### src/rtl/b2g_shared_arbiter.sv
// rtl/b2g_shared_arbiter.sv - round-robin arbiter sharing one binary-to-Gray converter
// Picks one valid requester per cycle and registers its Gray-coded word with the winner's ID.

module binary_to_gray #(
  parameter int N = 16
) (
  input  logic [N-1:0] bin_i,
  output logic [N-1:0] gray_o
);
  assign gray_o = bin_i ^ (bin_i >> 1);
endmodule

module b2g_shared_arbiter #(
  parameter int N    = 16,
  parameter int NREQ = 4,
  parameter int IDW  = 2
) (
  input  logic              clk,
  input  logic              rst,
  input  logic [NREQ-1:0]   req_valid,
  input  logic [NREQ*N-1:0] req_data,
  output logic [NREQ-1:0]   req_ready,
  output logic              out_valid,
  input  logic              out_ready,
  output logic [N-1:0]      out_data,
  output logic [IDW-1:0]    out_id,
  output logic              busy
);

  logic            out_valid_q;
  logic [N-1:0]    out_data_q;
  logic [IDW-1:0]  out_id_q;
  logic [IDW-1:0]  last_grant_q;

  logic [NREQ-1:0] grant;
  logic [IDW-1:0]  win_id;
  logic            found;
  logic [N-1:0]    sel_word;
  logic [N-1:0]    sel_gray;
  logic            accept;
  logic            xfer;

  // Two passes: requesters above the pointer first, then wrap to those at or below it.
  always_comb begin
    grant  = '0;
    win_id = '0;
    found  = 1'b0;
    for (int i = 0; i < NREQ; i++) begin
      if (!found && (i > int'(last_grant_q)) && req_valid[i]) begin
        found    = 1'b1;
        grant[i] = 1'b1;
        win_id   = i[IDW-1:0];
      end
    end
    for (int i = 0; i < NREQ; i++) begin
      if (!found && (i <= int'(last_grant_q)) && req_valid[i]) begin
        found    = 1'b1;
        grant[i] = 1'b1;
        win_id   = i[IDW-1:0];
      end
    end
  end

  always_comb begin
    sel_word = '0;
    for (int i = 0; i < NREQ; i++) begin
      if (grant[i]) sel_word = req_data[i*N +: N];
    end
  end

  binary_to_gray #(.N(N)) u_b2g (
    .bin_i  (sel_word),
    .gray_o (sel_gray)
  );

  assign accept    = !out_valid_q || out_ready;
  assign req_ready = rst ? '0 : (grant & {NREQ{accept}});
  assign xfer      = |req_ready;

  always_ff @(posedge clk) begin
    if (rst) begin
      out_valid_q  <= 1'b0;
      out_data_q   <= '0;
      out_id_q     <= '0;
      last_grant_q <= IDW'(NREQ - 1);
    end else if (xfer) begin
      out_valid_q  <= 1'b1;
      out_data_q   <= sel_gray;
      out_id_q     <= win_id;
      last_grant_q <= win_id;
    end else if (out_ready) begin
      out_valid_q  <= 1'b0;
    end
  end

  assign out_valid = out_valid_q;
  assign out_data  = out_data_q;
  assign out_id    = out_id_q;
  assign busy      = out_valid_q || (|req_valid);

endmodule

### config.mk
export PLATFORM = sky130hd
export DESIGN_NAME = b2g_shared_arbiter
export DESIGN_NICKNAME = d
export VERILOG_FILES = /design/src/rtl/b2g_shared_arbiter.sv
export SDC_FILE = /design/constraint.sdc
export NUM_CORES = 1
export LEC_CHECK = 0
export CAP_MARGIN = 30
export CORE_UTILIZATION = 40
export DETAILED_ROUTE_END_ITERATION = 8
export PLACE_DENSITY = 0.84
export SLEW_MARGIN = 25
export SYNTH_ARGS = -nofsm -noshare
export SYNTH_HDL_FRONTEND = slang
export SYNTH_SLANG_ARGS = --single-unit
### constraint.sdc
create_clock -name clk -period 4.1 [get_ports clk]
set_input_delay 0.82 -clock clk [delete_from_list [all_inputs] [get_ports clk]]
set_output_delay 0.82 -clock clk [all_outputs]
set_load 0.005 [all_outputs]
==> results.rst, run 1 <==
.. list-table::
   :header-rows: 1

   * - Metric
     - Value
   * - Type of the worst setup path
     - primary input to output port
   * - Initial antenna violation count
     - 0
   * - Via count of the first global-routing pass
     - 1972
   * - Leak Pwr
     - 0.00101 uW
   * - Area of the die
     - 4420 sq um
   * - Most used cells in the layout excluding fill and tap cells
     - sky130_fd_sc_hd__clkdlybuf4s50_1, sky130_fd_sc_hd__dfxtp_1, sky130_fd_sc_hd__nor2_1, sky130_fd_sc_hd__nand3_1, sky130_fd_sc_hd__a211oi_1
   * - Depth of the worst register-to-register path
     - 7
   * - Rows
     - 23
   * - Count of inserted antenna diode cells
     - 0
   * - Cell internal pwr
     - 502 uW
   * - Comb power frac
     - 46.9%
   * - Number of distinct library cell variants in the gate-level netlist after synthesis
     - 47
   * - Clock Pin Slew Worst Setup and Hold Paths
     - 80 ps
   * - RSZ-0062 raised after global routing
     - false
   * - Critical-path maximum fanout
     - 14
   * - Worst setup SP type
     - primary input
   * - Top Ports
     - 95
   * - Total Routed Length
     - 5830 um
   * - Cts bufs inserted
     - 3
   * - Asr flop ratio synth
     - 0%
   * - Most common cell after layout, fill and taps aside
     - sky130_fd_sc_hd__clkdlybuf4s50_1
   * - Total number of yosys warnings
     - 0
   * - Final design utilization
     - 68.1%
   * - Global-route wire length before repair
     - 8980 um
   * - Leading cell types by total area after synthesis
     - sky130_fd_sc_hd__dfxtp_1, sky130_fd_sc_hd__xnor2_1, sky130_fd_sc_hd__a211oi_1
   * - Result of the run
     - completed
   * - Last weighted congestion value of the routability-driven placer
     - 0.941
   * - Clock sinks
     - 21
   * - DP Wirelength
     - 4450 um
   * - Post-Route Skew
     - 4.02 ps
   * - Final number of hold-violating endpoints
     - 0
   * - Cts repair resizes
     - 0
   * - Post-synthesis cell area
     - 1660 sq um
   * - Detail-routed net length per standard cell
     - 16.6 um
   * - Critical Path Start
     - req_valid[2]
   * - Yosys top cell area share
     - 25.3%
   * - Post-layout minimum cycle time
     - 3750 ps
   * - Switching portion of total power
     - 32.1%
   * - Final critical-path share of the clock period
     - 91.5%
   * - Clock Tree Buf Depth
     - 2
   * - Number of max-slew violations in the final report
     - 0
   * - # setup viols final
     - 0
   * - Power per cell area
     - 271 nW/um^2
   * - Number of synthesized register bits
     - 21
   * - Root Buffer Master
     - sky130_fd_sc_hd__clkbuf_8
   * - Net Switching
     - 237 uW
   * - Crit Reg-Reg Endpoint
     - out_data[13]
   * - Number of nets in the synthesized netlist
     - 275
   * - Seq pwr share
     - 34.3%
   * - Relative max-transition margin
     - 50.1%
   * - Residual antenna-violating net count after detailed routing
     - 0
   * - Source-to-sink clock delay at the later pin of the worst-skew pair
     - 260 ps
   * - Fraction of final layout cells with drive strength greater than 1
     - 8.00%
   * - Prevailing post-synth register cell
     - sky130_fd_sc_hd__dfxtp_1
   * - Post-Syn Instances
     - 204
   * - Overall routing resource usage
     - 26.6%
   * - Endpoint kind of the worst setup timing path
     - output port
   * - Hold WC Path Type
     - flip-flop to flip-flop
   * - Max-cap viol count
     - 0
   * - Total iterations of the first detailed-routing run
     - 5
   * - Worst reg2reg startpoint
     - last_grant_q[0]
   * - DR DRC count
     - 0
   * - Port bufs
     - 94
   * - Clock network fraction of total power
     - 18.8%
   * - Die span in x
     - 66.5 um
   * - Arr. time, crit path
     - 2930 ps
   * - Core footprint
     - 4000 sq um
   * - Number of fill cells in the layout
     - 370
   * - Average cell area after synthesis
     - 8.15 sq um
   * - CTS tree
     - done
   * - Net total in the final layout
     - 372
   * - End of the critical path
     - req_ready[1]
   * - EDFF count, synth
     - 0
   * - Actual transition at the worst max-transition pin
     - 749 ps
   * - H-tree levels
     - 1
   * - Area growth from synthesis to final layout
     - 64.0%
   * - Required time at the endpoint of the critical path
     - 3280 ps
   * - Max frequency
     - 267 MHz
   * - Initial cell density of the core
     - 41.5%
   * - Total setup buffers inserted after CTS
     - 0
   * - Hold bufs inserted after CTS
     - 0
   * - Final total negative setup slack
     - 0 ps
   * - VDD IR max
     - 165 uV
   * - R2r setup slk
     - 1880 ps
   * - Via count
     - 2094
   * - Largest area contributor in the netlist
     - sky130_fd_sc_hd__dfxtp_1
   * - Sequential element share of the synthesized area
     - 25.3%
   * - Detail-routed via count per cell
     - 5.98
   * - Total grt overflow
     - 0
   * - Die Ht
     - 66.5 um
   * - Initial DRC Count
     - 187
   * - Maximum number of pins on one net before global-route repair
     - 23
## power by group through the flow
stage / sequential [uW] / clock (uW) / combinational, uW
2_1_floorplan: 257 / 0 / 170
3_3_place_gp: 257 / 0 / 339
3_5_place_dp: 258 / 0 / 342
4_1_cts: 253 / 139 / 345
5_1_grt: 256 / 144 / 374
6_report: 254 / 139 / 347
## registers in the layout (all words and copies together), names as in the netlist
| register | count |
|---|---|
| out_valid | 1 |
| last_grant_q | 2 |
| out_data | 16 |
| out_id | 2 |
## layout make-up
type	count	area, sq um	share of cell area, %
repair buffers	105	1020	37.6
flip-flops and latches	21	420	15.4
clock buffers	3	41.3	1.52
well taps	50	62.6	2.30
clock inverters	1	5.00	0.184
multi-input cells	170	1170	43.0
## synth_stat cells, types with 2 or more instances
cell type / count
sky130_fd_sc_hd__a211o_1: 3
sky130_fd_sc_hd__a211oi_1: 13
sky130_fd_sc_hd__a21oi_1: 12
sky130_fd_sc_hd__a222oi_1: 4
sky130_fd_sc_hd__a31o_2: 2
sky130_fd_sc_hd__a31oi_1: 4
sky130_fd_sc_hd__a32o_1: 5
sky130_fd_sc_hd__a32oi_1: 2
sky130_fd_sc_hd__and2_1: 3
sky130_fd_sc_hd__and3_1: 6
sky130_fd_sc_hd__buf_2: 4
sky130_fd_sc_hd__buf_6: 2
sky130_fd_sc_hd__clkbuf_1: 7
sky130_fd_sc_hd__dfxtp_1: 21
sky130_fd_sc_hd__nand2_1: 4
sky130_fd_sc_hd__nand2b_1: 8
sky130_fd_sc_hd__nand3_1: 14
sky130_fd_sc_hd__nand3b_1: 9
sky130_fd_sc_hd__nor2_1: 15
sky130_fd_sc_hd__nor2b_1: 4
sky130_fd_sc_hd__nor3_1: 2
sky130_fd_sc_hd__nor4_1: 2
sky130_fd_sc_hd__o211a_1: 6
sky130_fd_sc_hd__o211ai_1: 2
sky130_fd_sc_hd__o21ai_0: 8
sky130_fd_sc_hd__o21bai_1: 2
sky130_fd_sc_hd__o22ai_1: 2
sky130_fd_sc_hd__o31ai_1: 6
sky130_fd_sc_hd__or3_1: 2
sky130_fd_sc_hd__or3b_1: 2
sky130_fd_sc_hd__xnor2_1: 12
## cells by family after synthesis
family,count (synthesis),synth area share [%]
xor gates and xnor gates,12,6.33
buffers and inverters,13,4.14
AOI/OAI and AO/OA,81,37.9
DFF,21,25.3
and+or+nand+nor,77,26.4
## critical path, cell delays in order
cell and delay [ps]:
sky130_fd_sc_hd__clkdlybuf4s50_1 530, sky130_fd_sc_hd__or3_1 420, sky130_fd_sc_hd__o221ai_2 170, sky130_fd_sc_hd__and2_4 320, sky130_fd_sc_hd__nor2b_1 140, sky130_fd_sc_hd__clkdlybuf4s50_1 520
## metal layers
layer	wire length, um	vias up	GRT usage (%)
met5	0	-	0
met4	82	0	9.84
met3	485	12	4.28
met2	2790	122	45.4
met1	2470	966	33.3
li1	-	994	-
## per-stage QoR
| step | total power, uW | worst slack, ps | area (sq um) | instances | hold WS [ps] |
|---|---|---|---|---|---|
| floorplan | 427 | 1470 | 1660 | 204 | 453 |
| global placement | 596 | 383 | 2680 | 346 | 447 |
| detailed placement | 600 | 352 | 2680 | 346 | 455 |
| CTS | 738 | 348 | 2730 | 350 | 466 |
| global route | 775 | 235 | 2730 | 350 | 494 |
| finish | 740 | 348 | 2730 | 350 | 466 |
## worst min path at each step
stage / from / end / slack (ps) / cells past startpoint
floorplan: out_data[15] / out_data[15] / 450 / 2
global placement: out_data[15] / out_data[15] / 450 / 2
detailed placement: out_data[15] / out_data[15] / 450 / 2
CTS: out_data[15] / out_data[15] / 470 / 2
global route: out_data[15] / out_data[15] / 490 / 2
finish: out_data[15] / out_data[15] / 470 / 2
No activity file was read; power rests on OpenSTA's default activity.
==> inputs of run 2 (changes only) <==
- MAX_ROUTING_LAYER: unset -> met4
==> run 2 against run 1 <==
  * Wire length is 0.86% higher
  * First-iteration DRC count shrank 16%
  * Sequential power hardly changed
  * Clock power about the same
  * Clock skew shrank 2.5 ps
  * Non-clock buffer count did not move
  * Utilization is essentially flat
  * Largest cell class unchanged
  * Highest routed layer unchanged
==> results.rst, run 2 (synthesized netlist as in run 1, its figures left out) <==
.. list-table::
   :header-rows: 1

   * - Metric
     - Value
   * - Actual transition at the worst max-transition pin
     - 715 ps (-33.6 ps)
   * - Rows
     - 23 (unchanged)
   * - Global-route wire length before repair
     - 9310 um (+3.7%)
   * - Required time at the endpoint of the critical path
     - 3280 ps (about the same)
   * - Via count
     - 2082 (-0.57%)
   * - Total iterations of the first detailed-routing run
     - 6 (+1)
   * - Arr. time, crit path
     - 2950 ps (+20 ps)
   * - Initial DRC Count
     - 157 (-16%)
   * - Count of inserted antenna diode cells
     - 0 (unchanged)
   * - Via count of the first global-routing pass
     - 1945 (-1.4%)
   * - Cts bufs inserted
     - 3 (unchanged)
   * - Clock Pin Slew Worst Setup and Hold Paths
     - 80 ps (about the same)
   * - Critical-path maximum fanout
     - 14 (unchanged)
   * - # setup viols final
     - 0 (unchanged)
   * - Area of the die
     - 4420 sq um (unchanged)
   * - Clock Tree Buf Depth
     - 2 (unchanged)
   * - Port bufs
     - 94 (unchanged)
   * - Ordered cell list for the critical path
     - clkdlybuf4s50_1, or3_1, o221ai_2, and2_4, nor2b_1, clkdlybuf4s50_1
   * - Initial antenna violation count
     - 0 (unchanged)
   * - Largest register FFs
     - 16 (unchanged)
   * - H-tree levels
     - 1 (unchanged)
   * - Cell area after layout
     - 2720 sq um (about the same)
   * - Residual antenna-violating net count after detailed routing
     - 0 (unchanged)
   * - Maximum number of pins on one net before global-route repair
     - 23 (unchanged)
   * - Last weighted congestion value of the routability-driven placer
     - 0.954 (+1.4%)
   * - Final critical-path share of the clock period
     - 92.0% (+0.48 points)
   * - Total Routed Length
     - 5880 um (+0.86%)
   * - Type of the worst setup path
     - primary input to output port
   * - Cts repair resizes
     - 0 (unchanged)
   * - Die span in x
     - 66.5 um (unchanged)
   * - Total setup buffers inserted after CTS
     - 0 (unchanged)
   * - Worst setup SP type
     - primary input
   * - Post-Route Skew
     - 1.54 ps (-2.48 ps)
   * - Source-to-sink clock delay at the later pin of the worst-skew pair
     - 260 ps (about the same)
   * - Standard cell area after detailed placement
     - 2680 sq um (unchanged)
   * - Hold WC Path Type
     - flip-flop to flip-flop
   * - Overall routing resource usage
     - 28.5% (+1.9 points)
   * - VDD IR max
     - 171 uV (+3.8%)
   * - Number of fill cells in the layout
     - 345 (-6.8%)
   * - Initial cell density of the core
     - 41.5% (unchanged)
   * - Top Ports
     - 95 (unchanged)
   * - Hold bufs inserted after CTS
     - 0 (unchanged)
   * - Detail-routed via count per cell
     - 5.95 (-0.57%)
   * - Post-layout minimum cycle time
     - 3770 ps (+19.8 ps)
   * - Relative max-transition margin
     - 52.3% (+2.2 points)
   * - Endpoint kind of the worst setup timing path
     - output port
   * - Total grt overflow
     - 0 (unchanged)
   * - RSZ-0062 raised after global routing
     - false
   * - Leak Pwr
     - 0.00101 uW (-0.27%)
   * - Clock sinks
     - 21 (unchanged)
   * - Slowest cell on crit path
     - sky130_fd_sc_hd__clkdlybuf4s50_1
   * - Worst Hold Depth
     - 2 (unchanged)
   * - Net total in the final layout
     - 372 (unchanged)
   * - Root Buffer Master
     - sky130_fd_sc_hd__clkbuf_8
   * - Final number of hold-violating endpoints
     - 0 (unchanged)
   * - Max-cap viol count
     - 0 (unchanged)
   * - DR DRC count
     - 0 (unchanged)
   * - Core footprint
     - 4000 sq um (unchanged)
   * - Fraction of final layout cells with drive strength greater than 1
     - 7.67% (-0.33 points)
   * - Max frequency
     - 265 MHz (-0.53%)
   * - Most used cells in the layout excluding fill and tap cells
     - sky130_fd_sc_hd__clkdlybuf4s50_1, sky130_fd_sc_hd__dfxtp_1, sky130_fd_sc_hd__nor2_1, sky130_fd_sc_hd__nand3_1, sky130_fd_sc_hd__a211oi_1
   * - Detail-routed net length per standard cell
     - 16.8 um (+0.86%)
   * - Most common cell after layout, fill and taps aside
     - sky130_fd_sc_hd__clkdlybuf4s50_1
   * - Number of max-slew violations in the final report
     - 0 (unchanged)
   * - Result of the run
     - completed
   * - Power per cell area
     - 272 nW/um^2 (about the same)
   * - Final total negative setup slack
     - 0 ps (unchanged)
   * - CTS tree
     - done
   * - Most frequent CP cell
     - sky130_fd_sc_hd__clkdlybuf4s50_1
   * - Die Ht
     - 66.5 um (unchanged)
   * - Area growth from synthesis to final layout
     - 63.9% (about the same)
   * - Peak per-stage delay on the critical path
     - 530 ps (about the same)
   * - Power, Total
     - 740 uW (about the same)
   * - Depth of the worst register-to-register path
     - 7 (unchanged)
   * - DP Wirelength
     - 4460 um (+0.22%)
-- run 2: cell types whose count changed in the layout (fill, tap and decap cells not counted) --
cell and change:
sky130_fd_sc_hd__clkbuf_1 +1, sky130_fd_sc_hd__clkinv_2 -1
-- run 2: area by class of cell --
type / instances / area, sq um / area share [%]
clock buffers: 4 / 45.0 / 1.65
multi-input cells: 170 / 1170 / 43.0
flip-flops and latches: 21 / 420 / 15.4
well taps: 50 / 62.6 / 2.30
repair buffers: 105 / 1020 / 37.6
-- run 2: worst paths after layout --
kind                       end  slack (ps)            start
hold reg to reg   out_data[15]         480     out_data[15]
hold / removal    out_data[15]         480     out_data[15]
setup / recovery  req_ready[1]         330     req_valid[2]
setup reg to reg  out_data[13]        1780  last_grant_q[0]
-- run 2: where the power goes --
| group | internal (uW) | leakage [uW] | total [uW] | switching (uW) |
|---|---|---|---|---|
| clock network | 69.2 | 0.0000228 | 138 | 69.0 |
| registers | 234 | 0.000175 | 253 | 19.7 |
| logic | 201 | 0.000810 | 348 | 147 |
-- run 2: stage by stage --
step           std cells  worst slack, ps  hold WS [ps]  utilization (%)
3_5_place_dp         346              348           468             67.0
3_3_place_gp         346              385           447             67.0
2_1_floorplan        204             1470           453                -
4_1_cts              350              346           479             68.1
6_report             350              328           477             68.1
5_1_grt              350              235           513             68.1
-- run 2: worst max-delay path, delay by kind of cell --
family | cells | cell delay, ps
compound gates | 1 | 190
simple gates | 3 | 910
buf+inv | 2 | 1040
-- run 2: routing by layer --
metal	global-route usage, %	up-vias	routed length (um)
met1	34.4	966	2460
met3	5.14	14	464
met2	48.5	110	2840
li1	-	992	-
met4	7.71	0	110
met5	-	-	0
==> inputs of run 3 (changes only) <==
- ABC_AREA: unset -> 1
- CORE_MARGIN: unset -> 8
- PLACE_DENSITY: 0.84 -> 0.79
==> run 3 against run 2 <==
  * First-iteration DRC count up 7.0%
  * Cell count grew 45%
  * Flip-flop and latch count unchanged
  * Count of clock-buffer cells in the layout unchanged
  * Setup slack better by 210 ps
  * Largest power group unchanged
==> results.rst, run 3 <==
.. list-table::
   :header-rows: 1

   * - Metric
     - Value
   * - Number of nets in the synthesized netlist
     - 428 (+56%)
   * - Detail-routed net length per standard cell
     - 12.6 um (-25%)
   * - Actual transition at the worst max-transition pin
     - 489 ps (-226 ps)
   * - Max frequency
     - 281 MHz (+5.8%)
   * - DR DRC count
     - 0 (unchanged)
   * - Initial cell density of the core
     - 41.8% (+0.30 points)
   * - Critical-path maximum fanout
     - 18 (+4)
   * - Yosys top cell area share
     - 22.6% (-2.7 points)
   * - Count of inserted antenna diode cells
     - 0 (unchanged)
   * - Type of the worst setup path
     - primary input to output port
   * - Via count
     - 2409 (+16%)
   * - Fraction of final layout cells with drive strength greater than 1
     - 7.24% (-0.43 points)
   * - Area of the die
     - 7490 sq um (+70%)
   * - Most used cells in the layout excluding fill and tap cells
     - sky130_fd_sc_hd__nand2_1, sky130_fd_sc_hd__clkdlybuf4s50_1, sky130_fd_sc_hd__inv_1, sky130_fd_sc_hd__nand3_1, sky130_fd_sc_hd__dfxtp_1
   * - Detail-routed via count per cell
     - 4.73 (-20%)
   * - Most common cell after layout, fill and taps aside
     - sky130_fd_sc_hd__nand2_1
   * - Result of the run
     - completed
   * - DP Wirelength
     - 5300 um (+19%)
   * - Clock sinks
     - 21 (unchanged)
   * - Source-to-sink clock delay at the later pin of the worst-skew pair
     - 260 ps (about the same)
   * - CTS tree
     - done
   * - Final number of hold-violating endpoints
     - 0 (unchanged)
   * - Commonest cells in the netlist
     - sky130_fd_sc_hd__nand2_1, sky130_fd_sc_hd__inv_1, sky130_fd_sc_hd__nand3_1
   * - Hold WC Path Type
     - flip-flop to flip-flop
   * - Die Ht
     - 86.5 um (+30%)
   * - Residual antenna-violating net count after detailed routing
     - 0 (unchanged)
   * - Largest register FFs
     - 16 (unchanged)
   * - Final critical-path share of the clock period
     - 86.9% (-5.1 points)
   * - Rows
     - 25 (+8.7%)
   * - Relative max-transition margin
     - 67.4% (+15 points)
   * - Port bufs
     - 94 (unchanged)
   * - Overall routing resource usage
     - 17.5% (-11 points)
   * - Core footprint
     - 4750 sq um (+19%)
   * - Ordered cell list for the critical path
     - clkdlybuf4s50_1, nand2_4, nand3_4, nor2_4, nand3_2, nand2_4, nand2_1, inv_1, clkdlybuf4s50_1
   * - Post-Route Skew
     - 5.12 ps (+3.58 ps)
   * - Prevailing post-synth register cell
     - sky130_fd_sc_hd__dfxtp_1
   * - Buffers and inverters on the worst path
     - 3 (+1)
   * - # setup viols final
     - 0 (unchanged)
   * - Maximum number of pins on one net before global-route repair
     - 33 (+43%)
   * - Cts bufs inserted
     - 3 (unchanged)
   * - Number of distinct library cell variants in the gate-level netlist after synthesis
     - 27 (-43%)
   * - Post-layout minimum cycle time
     - 3560 ps (-207 ps)
   * - Kind of cell with the highest combined delay on the critical path
     - buffers and inverters
   * - Most repeated cell in the gate-level netlist after synthesis
     - sky130_fd_sc_hd__nand2_1
   * - Post-synthesis cell area
     - 1990 sq um (+20%)
   * - Initial DRC Count
     - 168 (+7.0%)
   * - Final total negative setup slack
     - 0 ps (unchanged)
   * - Hold slack
     - 466 ps (-11.2 ps)
   * - Required time at the endpoint of the critical path
     - 3280 ps (about the same)
   * - EDFF count, synth
     - 0 (unchanged)
   * - Top Ports
     - 95 (unchanged)
   * - Clock Pin Slew Worst Setup and Hold Paths
     - 80 ps (about the same)
   * - Average cell area after synthesis
     - 5.57 sq um (-32%)
   * - Global-route wire length before repair
     - 10500 um (+13%)
   * - Total number of yosys warnings
     - 0 (unchanged)
   * - Total setup buffers inserted after CTS
     - 0 (unchanged)
   * - VDD IR max
     - 287 uV (+68%)
   * - Arr. time, crit path
     - 2740 ps (-210 ps)
   * - Peak per-stage delay on the critical path
     - 500 ps (-30 ps)
   * - Root Buffer Master
     - sky130_fd_sc_hd__clkbuf_8
   * - Number of synthesized register bits
     - 21 (unchanged)
   * - Clock Tree Buf Depth
     - 2 (unchanged)
   * - Sequential element share of the synthesized area
     - 21.1% (-4.2 points)
   * - Via count of the first global-routing pass
     - 2487 (+28%)
   * - Endpoint kind of the worst setup timing path
     - output port
   * - Last weighted congestion value of the routability-driven placer
     - 0.879 (-7.9%)
   * - Max-cap viol count
     - 0 (unchanged)
   * - RSZ-0062 raised after global routing
     - false
   * - Leading cell types by total area after synthesis
     - sky130_fd_sc_hd__nand2_1, sky130_fd_sc_hd__dfxtp_1, sky130_fd_sc_hd__inv_1
   * - Die span in x
     - 86.5 um (+30%)
   * - Number of max-slew violations in the final report
     - 0 (unchanged)
   * - Cts repair resizes
     - 0 (unchanged)
   * - Worst setup SP type
     - primary input
   * - Slowest cell on crit path
     - sky130_fd_sc_hd__clkdlybuf4s50_1
   * - Total Routed Length
     - 6390 um (+8.8%)
   * - Area growth from synthesis to final layout
     - 49.2%
   * - Largest area contributor in the netlist
     - sky130_fd_sc_hd__nand2_1
   * - Total iterations of the first detailed-routing run
     - 5 (-1)
   * - Number of fill cells in the layout
     - 486 (+41%)
   * - Leak Pwr
     - 0.00159 uW (+58%)
   * - Power per cell area
     - 336 nW/um^2 (+24%)
   * - Hold bufs inserted after CTS
     - 0 (unchanged)
   * - Net total in the final layout
     - 514 (+38%)
   * - Asr flop ratio synth
     - 0% (unchanged)
   * - Initial antenna violation count
     - 0 (unchanged)
   * - Post-Syn Instances
     - 357 (+75%)
   * - H-tree levels
     - 1 (unchanged)
   * - Total grt overflow
     - 0 (unchanged)
-- run 3: kinds of logic (layout without fill, tap and decap cells) --
kind of cell	after synthesis	in the layout	synth area share (%)
simple gates	224	224	53.3
flops	21	21	21.1
compound gates	24	24	6.54
buf+inv	88	173	19.1
-- run 3: routing by layer --
metal | global-route usage (%) | wire, um
met5 | - | 0
met4 | 3.44 | 102
met3 | 5.29 | 511
met2 | 31.2 | 3100
met1 | 18.7 | 2680
-- run 3: worst register-to-register path, stage by stage (launching register included) --
cell,delay (ps)
sky130_fd_sc_hd__dfxtp_1,460
sky130_fd_sc_hd__nor2_2,120
sky130_fd_sc_hd__nand2_4,190
sky130_fd_sc_hd__nand3_4,120
sky130_fd_sc_hd__nor2_4,140
sky130_fd_sc_hd__nand3_2,100
sky130_fd_sc_hd__nand2_4,170
sky130_fd_sc_hd__nand2_1,110
sky130_fd_sc_hd__nand2_2,110
sky130_fd_sc_hd__nor2_4,60
sky130_fd_sc_hd__inv_2,380
sky130_fd_sc_hd__o21ai_1,180
sky130_fd_sc_hd__a21oi_1,150
-- run 3: final timing paths --
check,cells past startpoint,slack [ps],endpoint,start
worst min register to register,2,470,out_data[15],out_data[15]
worst min-delay path,2,470,out_data[15],out_data[15]
worst max register to register,12,1760,out_id[0],last_grant_q[1]
worst max-delay path,9,540,req_ready[2],req_valid[1]
-- run 3: power by group --
group          switching (uW)  total (uW)  leakage, uW  internal (uW)
Clock                    64.7         134    0.0000228           69.2
Sequential               26.5         275     0.000174            249
Combinational             321         587      0.00139            267
-- run 3: layout make-up --
cell class | instances | area, sq um | area share [%]
inverter | 73 | 274 | 9.23
sequential | 21 | 420 | 14.2
tap | 67 | 83.8 | 2.82
clock buffer | 4 | 45.0 | 1.52
timing repair buffer | 96 | 956 | 32.2
multi-input combinational | 248 | 1190 | 40.1
-- run 3: metrics by stage --
| step | instances | worst slack, ps | instance area [sq um] | total power [uW] | utilization (%) |
|---|---|---|---|---|---|
| final | 509 | 536 | 2970 | 997 | 62.4 |
| after global routing | 509 | 381 | 2970 | 1090 | 62.4 |
| after CTS | 509 | 527 | 2970 | 1010 | 62.4 |
| after detailed placement | 505 | 533 | 2920 | 868 | 61.5 |
| after global placement | 505 | 583 | 2920 | 855 | 61.5 |
| after floorplan | 357 | 1820 | 1990 | 656 | - |
==> RTL change 1: new RTL, config.mk and constraints of run 1 <==
Set the parameter `IDW` to 4 (it was 2).
--- a/src/rtl/b2g_shared_arbiter.sv
+++ b/src/rtl/b2g_shared_arbiter.sv
@@ -14,5 +14,5 @@
   parameter int N    = 16,
   parameter int NREQ = 4,
-  parameter int IDW  = 2
+  parameter int IDW  = 4
 ) (
   input  logic              clk,
Interface: changed (resized out_id); port bits go from 95 to 97. No check against the original RTL was run, so the function may have changed too.
==> RTL change 1 against run 1 <==
  * Clock power shrank 8%
  * Via count down 8.6%
  * Design area grew 0.55%
  * Global-route usage decreased by 4.4 points
  * Combinational power grew 28%
  * Wire length is 9.5% lower
  * Register-to-register slack lost 0.17 ns
  * Synthesized area increased by 7.4%
  * Sequential cell count unchanged
  * Utilization is 2.0 points lower
  * Worst setup slack improved by 0.13 ns
  * Clock skew down 0.0020 ns
  * Total power is 15% higher
  * Largest cell class unchanged
==> RTL change 1: results (changes against run 1) <==
metric,value,unit,change
regToRegEndpoint,out_data[0],,
synth_area_leaders,"dfxtp_1 (24%), nand3b_1 (6.7%), xor2_1 (4.4%)",,
fin_cells,342,,-2.3%
rr_worst_depth,7,,unchanged
place_congestion,0.868,,-7.7%
status,completed,,
largest_reg_flops,16,,unchanged
grt_pass1_wl,7910,microns,-12%
yosysSeqAreaShare,23.6,%,-1.7 points
clock_skew,0.00199,ns,-0.00203 ns
yosysUniqueCellTypes,52,,+11%
grt_max_degree,26,,+13%
dp.cells,338,,-2.3%
drive_above_1_share,8.56,%,+0.56 points
grt_pass1_vias,1665,,-16%
path_max_fanout,13,,-1
hpwlAfterDp,4230,microns,-4.9%
r2r-start,last_grant_q[1],,
syn_avg_cell_area,8.50,sq um,+4.3%
setup.worst_path.start,req_valid[1],,
power.leakage,0.00103,uW,+2.3%
arrival,2.80,ns,-0.13 ns
yosysWarnings,0,,unchanged
r2r_slack,1.71,ns,-0.17 ns
synth_commonest_cells,"dfxtp_1 (21), nand3b_1 (16), nor2_1 (14), nand2b_1 (12), o21ai_0 (10)",,
grtUsageTotal,22.2,%,-4.4 points
nets,364,,-2.2%
worstMarginPinSlew,0.751,ns,+0.00256 ns
drtIter0Drc,182,,-2.7%
vias_per_cell,5.60,,-6.5%
first_pass_iters,4,,-1
crit_path_end,req_ready[3],,
wirelength,5270,microns,-9.5%
-- RTL change 1: worst max-delay path, stage by stage --
cell and delay [ns]:
clkdlybuf4s50_1 0.62, or2_0 0.33, a211o_1 0.30, and2_4 0.15, nor2_1 0.07, clkdlybuf4s50_1 0.51
-- RTL change 1: metal layers --
layer / part of all wire [%] / up-vias / GRT usage, % / wire [microns]
met3: 6.4 / 4 / 2.80 / 339
met4: 0.91 / 0 / 6.63 / 48
met5: 0 / - / 0 / 0
met2: 48 / 76 / 36.6 / 2540
met1: 44 / 877 / 30.1 / 2340
li1: - / 957 / - / -
-- RTL change 1: power by group --
part / switching (uW) / internal [uW] / total (uW)
Clock: 59.3 / 69.0 / 128
Sequential: 30.4 / 249 / 279
Combinational: 189 / 257 / 445
Total: 278 / 575 / 853
-- RTL change 1: cell families (layout without fill, tap and decap cells) --
group	after synthesis	count (layout)	share of synthesized area (%)
flops	21	21	23.6
other cells	1	2	0.210
simple gates	68	68	22.7
xor+xnor	14	14	6.87
buf+inv	30	111	9.19
mux	6	6	4.07
compound gates	70	70	33.4
-- RTL change 1: layout make-up --
class / count / area (sq um)
Clock buffer: 4 / 45.0
Fill cell: 369 / 1400
Inverter: 8 / 30.0
Multi-Input combinational cell: 160 / 1200
Sequential cell: 21 / 420
Tap cell: 50 / 62.6
Timing Repair Buffer: 99 / 978
-- RTL change 1: per-stage QoR --
| step | power [uW] | cell area (sq um) | hold slack, ns | setup WS (ns) |
|---|---|---|---|---|
| global placement | 716 | 2700 | 0.464 | 0.506 |
| floorplan | 533 | 1790 | 0.469 | 1.33 |
| global route | 912 | 2740 | 0.512 | 0.328 |
| detailed placement | 728 | 2700 | 0.476 | 0.468 |
| finish | 853 | 2740 | 0.490 | 0.475 |
| CTS | 857 | 2740 | 0.495 | 0.461 |
-- RTL change 1: worst min-delay path by stage --
stage	start	endpoint	slack [ns]	cells after the start
2_1_floorplan	out_data[14]	out_data[14]	0.47	2
3_3_place_gp	out_data[14]	out_data[14]	0.46	2
3_5_place_dp	out_data[1]	out_data[1]	0.48	2
4_1_cts	out_data[6]	out_data[6]	0.49	2
5_1_grt	out_id[0]	out_id[0]	0.51	2
6_report	out_data[1]	out_data[1]	0.49	2
==> RTL change 2: new RTL, config.mk and constraints of run 1 <==
Without the edit above. Reset style: asynchronous (`rst`), changed in one clocked block.
--- a/src/rtl/b2g_shared_arbiter.sv
+++ b/src/rtl/b2g_shared_arbiter.sv
@@ -78,5 +78,5 @@
   assign xfer      = |req_ready;
 
-  always_ff @(posedge clk) begin
+  always_ff @(posedge clk or posedge rst) begin
     if (rst) begin
       out_valid_q  <= 1'b0;
Behaviour: differs if rst is asserted again (counterexample within 4 cycles, from zero or initial values and one cycle with rst high); with rst held inactive, the same outputs for 10 cycles.
==> RTL change 2 against run 1 <==
  * Sequential share of layout area is 2.8 points higher
  * Synthesized area is 12% higher
  * Die area rose by 12%
  * Wire length decreased by 4.4%
  * Count of clock-buffer cells in the layout increased by 1
  * Design area is 6.1% higher
  * Sequential cell count unchanged
  * Utilization shrank 2.6 points
  * Worst setup slack better by 0.23 ns
  * Global-route usage shrank 3.3 points
  * Largest cell class unchanged
Power is not compared: it rests on default switching activity, and its combinational part moved more than twofold at a synthesized area within 25%.
==> RTL change 2: results (changes against run 1) <==
metric,value,unit,change
yosysUniqueCellTypes,45,,-4.3%
clock_skew,0.00412,ns,+0.0000943 ns
nets,383,,+3.0%
grtUsageTotal,23.3,%,-3.3 points
place_congestion,0.843,,-10%
grt_overflow,0,,unchanged
grt_max_degree,22,,-4.3%
relSlewSlack,59.0,%,+8.9 points
vias_per_cell,5.50,,-8.0%
synth_compound_area_share,34.9,%,-3.0 points
status,completed,,
grt_pass1_wl,9100,microns,+1.4%
hpwlAfterDp,4590,microns,+3.2%
syn-num-nets,289,,+5.1%
muxShareOfSynthArea,1.21,%,+1.2 points
grt_pass1_vias,1943,,-1.5%
async_flop_share,100,%,+100 points
arrival,2.71,ns,-0.22 ns
path_max_fanout,18,,+4
synth_area_leaders,"dfrtp_1 (26%), o211ai_1 (6.0%), o22ai_2 (4.7%)",,
fillCellCount,372,,+0.54%
worstMarginPinSlew,0.615,ns,-0.134 ns
yosysSeqAreaShare,28.3,%,+3.0 points
synth_flop_cell,dfrtp_1,,
drtIter0Drc,125,,-33%
[RTL change 2: final timing paths]
check	depth (start not counted)	start	slack [ns]	to
hold reg to reg	2	out_data[5]	0.49	out_data[5]
setup / recovery	6	req_valid[0]	0.57	req_ready[1]
setup reg to reg	7	last_grant_q[0]	1.62	out_data[14]
hold / removal	2	out_data[5]	0.49	out_data[5]
min in group asynchronous	3	rst	0.96	out_data[9]
max in group asynchronous	3	rst	2.86	last_grant_q[1]
[RTL change 2: through the flow]
stage	setup WS, ns	std cells	total power [uW]	instance area [sq um]
2_1_floorplan	1.52	218	1090	1860
3_3_place_gp	0.626	359	1470	2850
3_5_place_dp	0.597	359	1500	2850
4_1_cts	0.598	363	1640	2890
5_1_grt	0.492	363	1760	2890
6_report	0.575	363	1630	2890
[RTL change 2: report_power, final]
| group | internal, uW | switching, uW | total [uW] |
|---|---|---|---|
| logic | 579 | 513 | 1090 |
| registers | 321 | 82.3 | 403 |
| clock network | 69.3 | 68.8 | 138 |
[RTL change 2: critical path: stages]
cell and delay (ns):
clkdlybuf4s50_1 0.73, buf_4 0.29, inv_1 0.09, a32oi_4 0.23, nor2_1 0.09, clkdlybuf4s50_1 0.46
[RTL change 2: final cells by class]
type                       count  area, sq um  share of cell area, %
inverter                      19         71.3                   2.47
sequential                    21          528                   18.3
tap                           52         65.1                   2.25
timing repair buffer         105         1020                   35.4
clock buffer                   4         45.0                   1.56
multi-input combinational    162         1160                   40.1
[RTL change 2: kinds of logic (layout without fill, tap and decap cells)]
kind of cell	Yosys count	in the layout
muxes	2	2
buffers and inverters	35	128
and+or+nand+nor	68	68
xor gates and xnor gates	14	14
AOI/OAI and AO/OA	78	78
DFF	21	21
[RTL change 2: metal layers]
layer	global-route usage, %	wire length [microns]	vias up
li1	-	-	984
met1	30.1	2300	926
met2	40.1	2820	81
met3	2.60	363	7
met4	7.56	82	0
met5	0	0	-
